[config.mk]
export PLATFORM = sky130hd
export DESIGN_NAME = eltwise_dual_rd_dma
export DESIGN_NICKNAME = d
export VERILOG_FILES = /design/src/rtl/eltwise_dual_rd_dma.sv
export SDC_FILE = /design/constraint.sdc
export NUM_CORES = 2
export LEC_CHECK = 0
export ABC_AREA = 0
export CAP_MARGIN = 25
export CELL_PAD_IN_SITES_DETAIL_PLACEMENT = 1
export CELL_PAD_IN_SITES_GLOBAL_PLACEMENT = 1
export CORE_MARGIN = 2
export CORE_UTILIZATION = 49
export CTS_CLUSTER_DIAMETER = 200
export CTS_CLUSTER_SIZE = 25
export DETAILED_ROUTE_END_ITERATION = 10
export GPL_ROUTABILITY_DRIVEN = 0
export MAX_ROUTING_LAYER = met4
export PLACE_DENSITY_LB_ADDON = 0.05
export REMOVE_ABC_BUFFERS = 1
export SETUP_SLACK_MARGIN = 0.02
export SYNTH_ARGS = -nofsm -noshare
export SYNTH_HDL_FRONTEND = slang
export SYNTH_SLANG_ARGS = --single-unit
export TNS_END_PERCENT = 30
[constraint.sdc]
create_clock -name clk -period 18.2 [get_ports clk]
set_input_delay 5.46 -clock clk [delete_from_list [all_inputs] [get_ports clk]]
set_output_delay 5.46 -clock clk [all_outputs]
set_load 0.01 [all_outputs]
[src/rtl/eltwise_dual_rd_dma.sv]
// rtl/eltwise_dual_rd_dma.sv - paired A/B burst read-request generator and response tracker for ElementWise
// Optional stall counter output perf_stall_cycles enabled by macro ELTWISE_RD_PERF_EN.
module eltwise_dual_rd_dma #(
    parameter int ADDR_W          = 32,
    parameter int DIM_W           = 16,
    parameter int PIXEL_BYTES     = 64,
    parameter int MAX_BURST       = 16,
    parameter int MAX_OUTSTANDING = 4
) (
    input  logic              clk,
    input  logic              rst_n,
    input  logic              start,
    input  logic [DIM_W-1:0]  cfg_h,
    input  logic [DIM_W-1:0]  cfg_w,
    input  logic [DIM_W-1:0]  cfg_ch_grp,
    input  logic [ADDR_W-1:0] cfg_a_base,
    input  logic [ADDR_W-1:0] cfg_b_base,
    input  logic [ADDR_W-1:0] cfg_surface_stride,
    input  logic [ADDR_W-1:0] cfg_line_stride,
    output logic              req_valid,
    input  logic              req_ready,
    output logic [ADDR_W-1:0] req_addr,
    output logic [7:0]        req_len,
    output logic              req_sel,
    input  logic              rsp_valid,
    input  logic              rsp_sel,
    input  logic              rsp_last,
`ifdef ELTWISE_RD_PERF_EN
    output logic [31:0]       perf_stall_cycles,
`endif
    output logic              busy,
    output logic              done
);

    localparam int BEAT_W = 3 * DIM_W;
    localparam int CNT_W  = $clog2(MAX_OUTSTANDING + 1);

    typedef enum logic [2:0] {S_IDLE, S_REQ_A, S_REQ_B, S_WAIT_RSP, S_DONE} state_t;

    state_t            state_q;
    logic [DIM_W-1:0]  cfg_h_q, cfg_w_q, cfg_ch_q;
    logic [ADDR_W-1:0] a_base_q, b_base_q, surf_q, line_q;
    logic [DIM_W-1:0]  ch_q, h_q, w_off_q;
    logic [ADDR_W-1:0] surf_off_q, line_off_q;
    logic [CNT_W-1:0]  pairs_q;
    logic [BEAT_W-1:0] a_beats_q, b_beats_q;
    logic              req_valid_q, req_sel_q, busy_q, done_q;
    logic [ADDR_W-1:0] req_addr_q;
    logic [7:0]        req_len_q;
`ifdef ELTWISE_RD_PERF_EN
    logic [31:0]       perf_q;
`endif

    logic [DIM_W-1:0]  rem, cur_len, nxt_rem, nxt_len, first_len;
    logic              last_w, last_h, last_ch, last_chunk;
    logic [DIM_W-1:0]  ch_d, h_d, w_off_d;
    logic [ADDR_W-1:0] surf_off_d, line_off_d, cur_off, nxt_off;
    logic              req_hs, b_hs, retire, can_issue;
    logic [CNT_W-1:0]  pairs_d;
    logic [BEAT_W-1:0] total_beats;

    always_comb begin
        rem        = cfg_w_q - w_off_q;
        last_w     = rem <= DIM_W'(MAX_BURST);
        cur_len    = last_w ? rem : DIM_W'(MAX_BURST);
        last_h     = h_q == cfg_h_q - DIM_W'(1);
        last_ch    = ch_q == cfg_ch_q - DIM_W'(1);
        last_chunk = last_w & last_h & last_ch;

        // Advance the w-chunk, then line, then channel-group position.
        w_off_d    = w_off_q + cur_len;
        h_d        = h_q;
        ch_d       = ch_q;
        line_off_d = line_off_q;
        surf_off_d = surf_off_q;
        if (last_w) begin
            w_off_d = '0;
            if (last_h) begin
                h_d        = '0;
                line_off_d = '0;
                ch_d       = ch_q + DIM_W'(1);
                surf_off_d = surf_off_q + surf_q;
            end else begin
                h_d        = h_q + DIM_W'(1);
                line_off_d = line_off_q + line_q;
            end
        end

        nxt_rem   = cfg_w_q - w_off_d;
        nxt_len   = (nxt_rem > DIM_W'(MAX_BURST)) ? DIM_W'(MAX_BURST) : nxt_rem;
        first_len = (cfg_w > DIM_W'(MAX_BURST)) ? DIM_W'(MAX_BURST) : cfg_w;
        cur_off   = surf_off_q + line_off_q + ADDR_W'(w_off_q) * ADDR_W'(PIXEL_BYTES);
        nxt_off   = surf_off_d + line_off_d + ADDR_W'(w_off_d) * ADDR_W'(PIXEL_BYTES);

        req_hs      = req_valid_q & req_ready;
        b_hs        = req_hs & req_sel_q;
        retire      = busy_q & rsp_valid & rsp_last & rsp_sel & (pairs_q != '0);
        pairs_d     = pairs_q + CNT_W'(b_hs) - CNT_W'(retire);
        can_issue   = pairs_d < CNT_W'(MAX_OUTSTANDING);
        total_beats = BEAT_W'(cfg_h_q) * BEAT_W'(cfg_w_q) * BEAT_W'(cfg_ch_q);
    end

    always_ff @(posedge clk) begin
        if (!rst_n) begin
            state_q     <= S_IDLE;
            cfg_h_q     <= '0;
            cfg_w_q     <= '0;
            cfg_ch_q    <= '0;
            a_base_q    <= '0;
            b_base_q    <= '0;
            surf_q      <= '0;
            line_q      <= '0;
            ch_q        <= '0;
            h_q         <= '0;
            w_off_q     <= '0;
            surf_off_q  <= '0;
            line_off_q  <= '0;
            pairs_q     <= '0;
            a_beats_q   <= '0;
            b_beats_q   <= '0;
            req_valid_q <= 1'b0;
            req_addr_q  <= '0;
            req_len_q   <= '0;
            req_sel_q   <= 1'b0;
            busy_q      <= 1'b0;
            done_q      <= 1'b0;
`ifdef ELTWISE_RD_PERF_EN
            perf_q      <= '0;
`endif
        end else begin
            done_q  <= 1'b0;
            pairs_q <= pairs_d;
            if (busy_q && rsp_valid) begin
                if (rsp_sel) b_beats_q <= b_beats_q + BEAT_W'(1);
                else         a_beats_q <= a_beats_q + BEAT_W'(1);
            end
`ifdef ELTWISE_RD_PERF_EN
            if ((req_valid_q && !req_ready) || (state_q == S_REQ_A && !req_valid_q))
                perf_q <= perf_q + 32'd1;
`endif
            case (state_q)
                S_IDLE: begin
                    if (start) begin
                        cfg_h_q    <= cfg_h;
                        cfg_w_q    <= cfg_w;
                        cfg_ch_q   <= cfg_ch_grp;
                        a_base_q   <= cfg_a_base;
                        b_base_q   <= cfg_b_base;
                        surf_q     <= cfg_surface_stride;
                        line_q     <= cfg_line_stride;
                        ch_q       <= '0;
                        h_q        <= '0;
                        w_off_q    <= '0;
                        surf_off_q <= '0;
                        line_off_q <= '0;
                        a_beats_q  <= '0;
                        b_beats_q  <= '0;
                        busy_q     <= 1'b1;
`ifdef ELTWISE_RD_PERF_EN
                        perf_q     <= '0;
`endif
                        if (cfg_h == '0 || cfg_w == '0 || cfg_ch_grp == '0) begin
                            state_q <= S_DONE;
                        end else begin
                            state_q     <= S_REQ_A;
                            req_valid_q <= 1'b1;
                            req_sel_q   <= 1'b0;
                            req_addr_q  <= cfg_a_base;
                            req_len_q   <= 8'(first_len - DIM_W'(1));
                        end
                    end
                end
                S_REQ_A: begin
                    if (req_valid_q) begin
                        if (req_ready) begin
                            state_q    <= S_REQ_B;
                            req_sel_q  <= 1'b1;
                            req_addr_q <= b_base_q + cur_off;
                        end
                    end else if (can_issue) begin
                        // Held here with valid low while the outstanding window is full.
                        req_valid_q <= 1'b1;
                    end
                end
                S_REQ_B: begin
                    if (req_ready) begin
                        ch_q       <= ch_d;
                        h_q        <= h_d;
                        w_off_q    <= w_off_d;
                        surf_off_q <= surf_off_d;
                        line_off_q <= line_off_d;
                        if (last_chunk) begin
                            state_q     <= S_WAIT_RSP;
                            req_valid_q <= 1'b0;
                        end else begin
                            state_q     <= S_REQ_A;
                            req_valid_q <= can_issue;
                            req_sel_q   <= 1'b0;
                            req_addr_q  <= a_base_q + nxt_off;
                            req_len_q   <= 8'(nxt_len - DIM_W'(1));
                        end
                    end
                end
                S_WAIT_RSP: begin
                    if (pairs_q == '0 && a_beats_q == total_beats && b_beats_q == total_beats)
                        state_q <= S_DONE;
                end
                S_DONE: begin
                    done_q  <= 1'b1;
                    busy_q  <= 1'b0;
                    state_q <= S_IDLE;
                end
                default: state_q <= S_IDLE;
            endcase
        end
    end

    assign req_valid = req_valid_q;
    assign req_addr  = req_addr_q;
    assign req_len   = req_len_q;
    assign req_sel   = req_sel_q;
    assign busy      = busy_q;
    assign done      = done_q;
`ifdef ELTWISE_RD_PERF_EN
    assign perf_stall_cycles = perf_q;
`endif

endmodule

* After elaboration in Yosys (flattened, before gate mapping) *
Cells that the tools add are included.
W data, S select, Z words.

storage, ports and cells
  bits in registers = 434
  bits in latches = 0
  RAM bits = 0
  memory bits (read-only) = 0
  bits of input ports = 183
  output and inout bits = 44
  word-level logic and storage cells = 166
  memories = 0

cells by class
  add/sub/neg operators = 21
  $mul = 2
  divide/modulo/power cells = 0
  order comparisons = 4
  equal/unequal tests = 17
  shift operators = 0
  multiplexer cells = 69
  bitwise gates (word level) = 8
  reductions and logical operators = 23

operators with widths
  kind                     count
  $mux W32                 13
  $mux W48                 8
  $add A32 B32 Y32         6
  $mux W16                 10
  $pmux W32 S2             2
  $add A48 B1 Y48 const B  2
  $eq A48 B48 Y1           2
  $pmux W16 S2             3
  $pmux W32 S3             1
  $add A32 B22 Y32         2
  $logic_not A16 Y1        3
  $mul A32 B16 Y48         1
  $mux W8                  6
  $add A16 B1 Y16 const B  2
  $eq A16 B16 Y1           2
  $gt A16 B5 Y1 const B    2
  $mul A16 B16 Y32         1
  $sub A16 B1 Y16 const B  2
  $sub A16 B16 Y16         2
  $mux W3                  6
  $ne A2 B2 Y1 const B     9
  $add A16 B16 Y16         1
  $le A16 B5 Y1 const B    1
  $pmux W8 S2              1
  23 further kinds         56

* Longest topological paths before layout *
  word-level depth = 12
  depth in mapped cells = 54
  depth with buffers taken out = 49

* Worst setup path after synthesis *
No wires, ideal clock.

  path type = register to register
  from = register cfg_h_q[9]
  to = register state_q[1]
  setup time = 0.143 ns
  arrival = 13.132 ns
  data required time = 18.057 ns
  setup slack = 4.925 ns
  stages on the path, launching flop included = 47
  buffers on the path = 3
  period minus slack after synthesis = 13.275 ns
  path through = dfxtp_1 > clkbuf_1 > clkbuf_1 > nand2_1 > fa_1 > fa_1 > fa_1 > fa_1 > fa_1 > fa_1 > inv_1 > ha_1 > a21o_1 > a21oi_1 > nor3b_1 > o21ai_0 > a21o_1 > a41o_1 > (+11 left out) > fa_1 > fa_1 > fa_1 > inv_1 > ha_1 > a21oi_1 > o21bai_1 > a21oi_1 > o21ai_0 > a211o_1 > or3_1 > a211oi_1 > o2111ai_1 > a2111oi_0 > nand4_1 > a2111oi_0 > or2_1 > a221oi_1

between the ends
  cells in the longest elaborated chain, start to end = 7
  elaborated cells between the ends (all ways) = 15
  those cells by class = 1 x add/sub; 2 x mul; 4 x eq/ne; 3 x mux; 2 x bitwise; 3 x reduce/logical

ends and longest elaborated chain
  item                                                        RTL line  source
  start, declared                                             41        logic [DIM_W-1:0] cfg_h_q, cfg_w_q, cfg_ch_q;
  start signal, assigned                                      144       cfg_h_q <= cfg_h;
  $mul A16 B16 Y32 or $sub A16 B1 Y16 (tied branches)         100, 66
  $mul A32 B16 Y48 or $eq A16 B16 Y1 (tied branches)          100, 66
  $eq A48 B48 Y1 or $and A1 B1 Y1 (tied branches)             205, 68
  $logic_and A1 B1 Y1 or $and A1 B1 Y1 (tied branches)        205, 68
  $logic_and A1 B1 Y1 or $mux W2 (tied branches)              205, 192
  $ne A2 B2 Y1 (no line) or $mux W3 (tied branches)           --
  $reduce_and A5 Y1 (no line) or $pmux W3 S4 (tied branches)  --
  end signal, assigned                                        206       state_q <= S_DONE;
  end signal, assigned                                        211       state_q <= S_IDLE;
  end signal, assigned                                        213       default: state_q <= S_IDLE;
  end, declared                                               40        state_t state_q;

Several ways; a longest one is shown, not always the timed one. The select of a mux whose other input is x is not followed.
A chain may end at the register's enable or synchronous reset.

* Worst setup path after layout *
  from = register cfg_w_q[2]
  to = register state_q[0]

between the ends
  cells in the longest elaborated chain, start to end = 7
  elaborated cells between the ends (all ways) = 8
  those cells by class = 2 x mul; 3 x eq/ne; 3 x reduce/logical

ends and longest elaborated chain
  item                           RTL line  source
  start, declared                41
  start signal, assigned         145       cfg_w_q <= cfg_w;
  $mul A16 B16 Y32 *             100       total_beats = BEAT_W'(cfg_h_q) * BEAT_W'(cfg_w_q) * BEAT_W'(cfg_ch_q);
  $mul A32 B16 Y48 *             100
  $eq A48 B48 Y1                 205       if (pairs_q == '0 && a_beats_q == total_beats && b_beats_q == total_beats)
  $logic_and A1 B1 Y1            205
  $logic_and A1 B1 Y1 *          205
  $ne A2 B2 Y1 (no line) *       --
  $reduce_and A5 Y1 (no line) *  --

Mark *: on every way between the ends. The rest lies on a longest branch, timed or not.

==> results.cfg <==
[detailed_routing]
met3WireLength_um = 8556
routed_wl_um = 184900
drtAntennaViolNets = 0
dr_wl_met2_um = 92000
wl_met1_um = 77200
drt_iter0_markers = 2775
viasPerCell = 5.808
routedWlPerCell_um = 22.55
highest_layer = met4
dr.pass1.iters = 5
vias = 47640
drc = 0

[synthesis]
ys_warn_count = 0
synth_common_cells = 949 x nand2_1, 782 x inv_1, 714 x fa_1
synth_edf_count = 0
async_reset_ff_share_pct = 0
synth_area_per_cell_um2 = 8.229
synth.distinct_cells = 91
synthFlopType = dfxtp_1
ys_seq_elements = 434
syn_inst = 6698
ys_seq_area_share_pct = 15.76
synth.area.top_cells = fa_1 26%, dfxtp_1 16%, ha_1 9.6%
synth_top_area_share_pct = 25.93
synth_top_area_cell = fa_1
synth_area_um2 = 55120
synth.most_common_cell = nand2_1

[critical_path]
worstPathArrival_ns = 15.49
worst_ep_required_time_ns = 18.65
crit_path_top_delay_cell = dfxtp_1
cp-start-kind = register
end_kind = register
cpPeakStageDelay_ns = 0.95
cp_common_cell = fa_1
path_max_fanout = 19
critical_path_class = register to register

[run]
cap_violations = 0

[sta]
fin_hold_ws_ns = 0.4631
tightest_slew_ns = 1.128
finClkSkew_ns = 0.03203
min_period_ns = 15.04
relSlewSlack_pct = 22.84
finalSetupViolCount = 0
fmax_ghz = 0.06648
worst_slack_ns = 3.159
hold_viol_final = 0
fin_crit_sh_pct = 82.65
grt_setup_unrepaired = false
fin_tns_setup_ns = 0
drv_slew = 0

[clock_tree]
clkSinkCount = 434
cts_buffer_depth = 3
holdBufCountCts = 0
cts_setup_buffers = 0
numCtsBuffers = 21
clkTransAtPathRegs_ns = 0.12
htreeDepth = 1
cts_resized = 0
clkLatencyLatePin_ns = 0.62
root_buffer = clkbuf_16
cts_tree = done

[layout]
drive_gt1_share_pct = 2.764
final_util_pct = 52.97
areaGrowthSynthToFinish_pct = 7.666
fillers = 13550
fin_nets = 8015

[die]
dieArea_um2 = 115200
rows = 123
io_pins = 227
die_x_um = 339.4
start_util_pct = 49.20
core_area_um2 = 112000
die_y_um = 339.4

[global_routing]
track_usage_pct = 32.93
grt_pass1_vias = 51120
antenna_found_initial = 9
grt_pass1_wl_um = 290700
gr-total-overflow = 0
grt_max_degree = 131

[power_and_ir_drop]
powerDensity_nw_per_um2 = 64.85
p_leak_uw = 0.02478
peakVddDrop_mv = 0.06300
total_power_uw = 3849

[placed_design]
io_buffers = 226
dp_slack_ns = 3.285
hpwl_um = 146000

[outcome]
status = finished, final reports clean

[min_path]
hold_path_class = register to register
## flip-flops by register name, summed over array words and instances (netlist names)
signal / cells
a_beats_q: 48
b_beats_q: 48
a_base_q: 32
b_base_q: 32
line_off_q: 32
line_q: 32
req_addr: 32
surf_off_q: 32
surf_q: 32
cfg_ch_q: 16
cfg_h_q: 16
cfg_w_q: 16
ch_q: 16
h_q: 16
w_off_q: 16
req_len: 8
pairs_q: 3
state_q: 3
busy: 1
done: 1
req_sel: 1
req_valid: 1
## critical path, delay by kind of cell (launching register included)
family,cells,cell delay (ns)
adder cells (fa/ha/maj),14,6.82
AO/OA/AOI/OAI,17,5.08
AND/OR/NAND/NOR,6,1.37
flip-flops,1,0.95
buffers and inverters,3,0.33
XOR/XNOR,1,0.14
multiplexers,1,0.14
## power by group
group | total (uW) | internal, uW | switching, uW
clock | 560 | 211 | 349
sequential | 1140 | 1030 | 108
combinational | 2150 | 770 | 1380
## cells by family after synthesis
logic type	count (synthesis)	synth area share [%]
xor+xnor	344	5.466
simple gates	2473	21.59
buf+inv	1122	7.707
compound gates	1135	12.97
other cells	1	0.006803
mux	50	0.9193
flops	434	15.76
fa+ha+maj	1139	35.58
## routing by layer
layer  global-route usage, %  up-vias
met5                       -        -
met4                   10.73        0
met3                   2.918      310
met2                   56.59     1195
met1                   40.86    24320
li1                        -    21820
## metrics by stage
step | cells | area, um^2
after CTS | 8190 | 59280
after floorplan | 6368 | 53840
after global placement | 8166 | 58720
after detailed placement | 8167 | 58730
after global routing | 8199 | 59330
final | 8203 | 59340
## placed cells by master (no fill, tap or decap), drive strengths merged, types with 34 or more instances in the layout
cell type and n:
nand2 949, inv 785, fa 714, and2 458, a21oi 446, dfxtp 434, nor2 433, ha 425
clkdlybuf4s50 225, xnor2 178, o21ai 175, xor2 166, nand3 151, nor3 96, a21o 89, and3 79
buf 77, a31oi 68, or3 49, nor2b 49, nand4 49, mux2i 45, a211oi 44, o21a 41
o21bai 36, nand2b 34
## cell type report
| cell class | instances | area [um^2] | share of cell area [%] |
|---|---|---|---|
| multi-input combinational | 5151 | 42390 | 71.43 |
| sequential | 434 | 8697 | 14.66 |
| inverter | 783 | 2947 | 4.965 |
| timing repair buffer | 302 | 2867 | 4.830 |
| tap | 1500 | 1877 | 3.163 |
| clock buffer | 21 | 525.5 | 0.8855 |
| antenna | 10 | 25.02 | 0.04217 |
| clock inverter | 2 | 20.02 | 0.03373 |
## path summary, 6_finish.rpt
kind | start | endpoint | slack [ns] | cells past startpoint
setup reg to reg | cfg_w_q[2] | state_q[0] | 3.16 | 42
hold / removal | a_base_q[0] | a_base_q[0] | 0.46 | 2
hold reg to reg | a_base_q[0] | a_base_q[0] | 0.46 | 2
setup / recovery | cfg_w_q[2] | state_q[0] | 3.16 | 42
No activity file was read; power rests on OpenSTA's default activity.
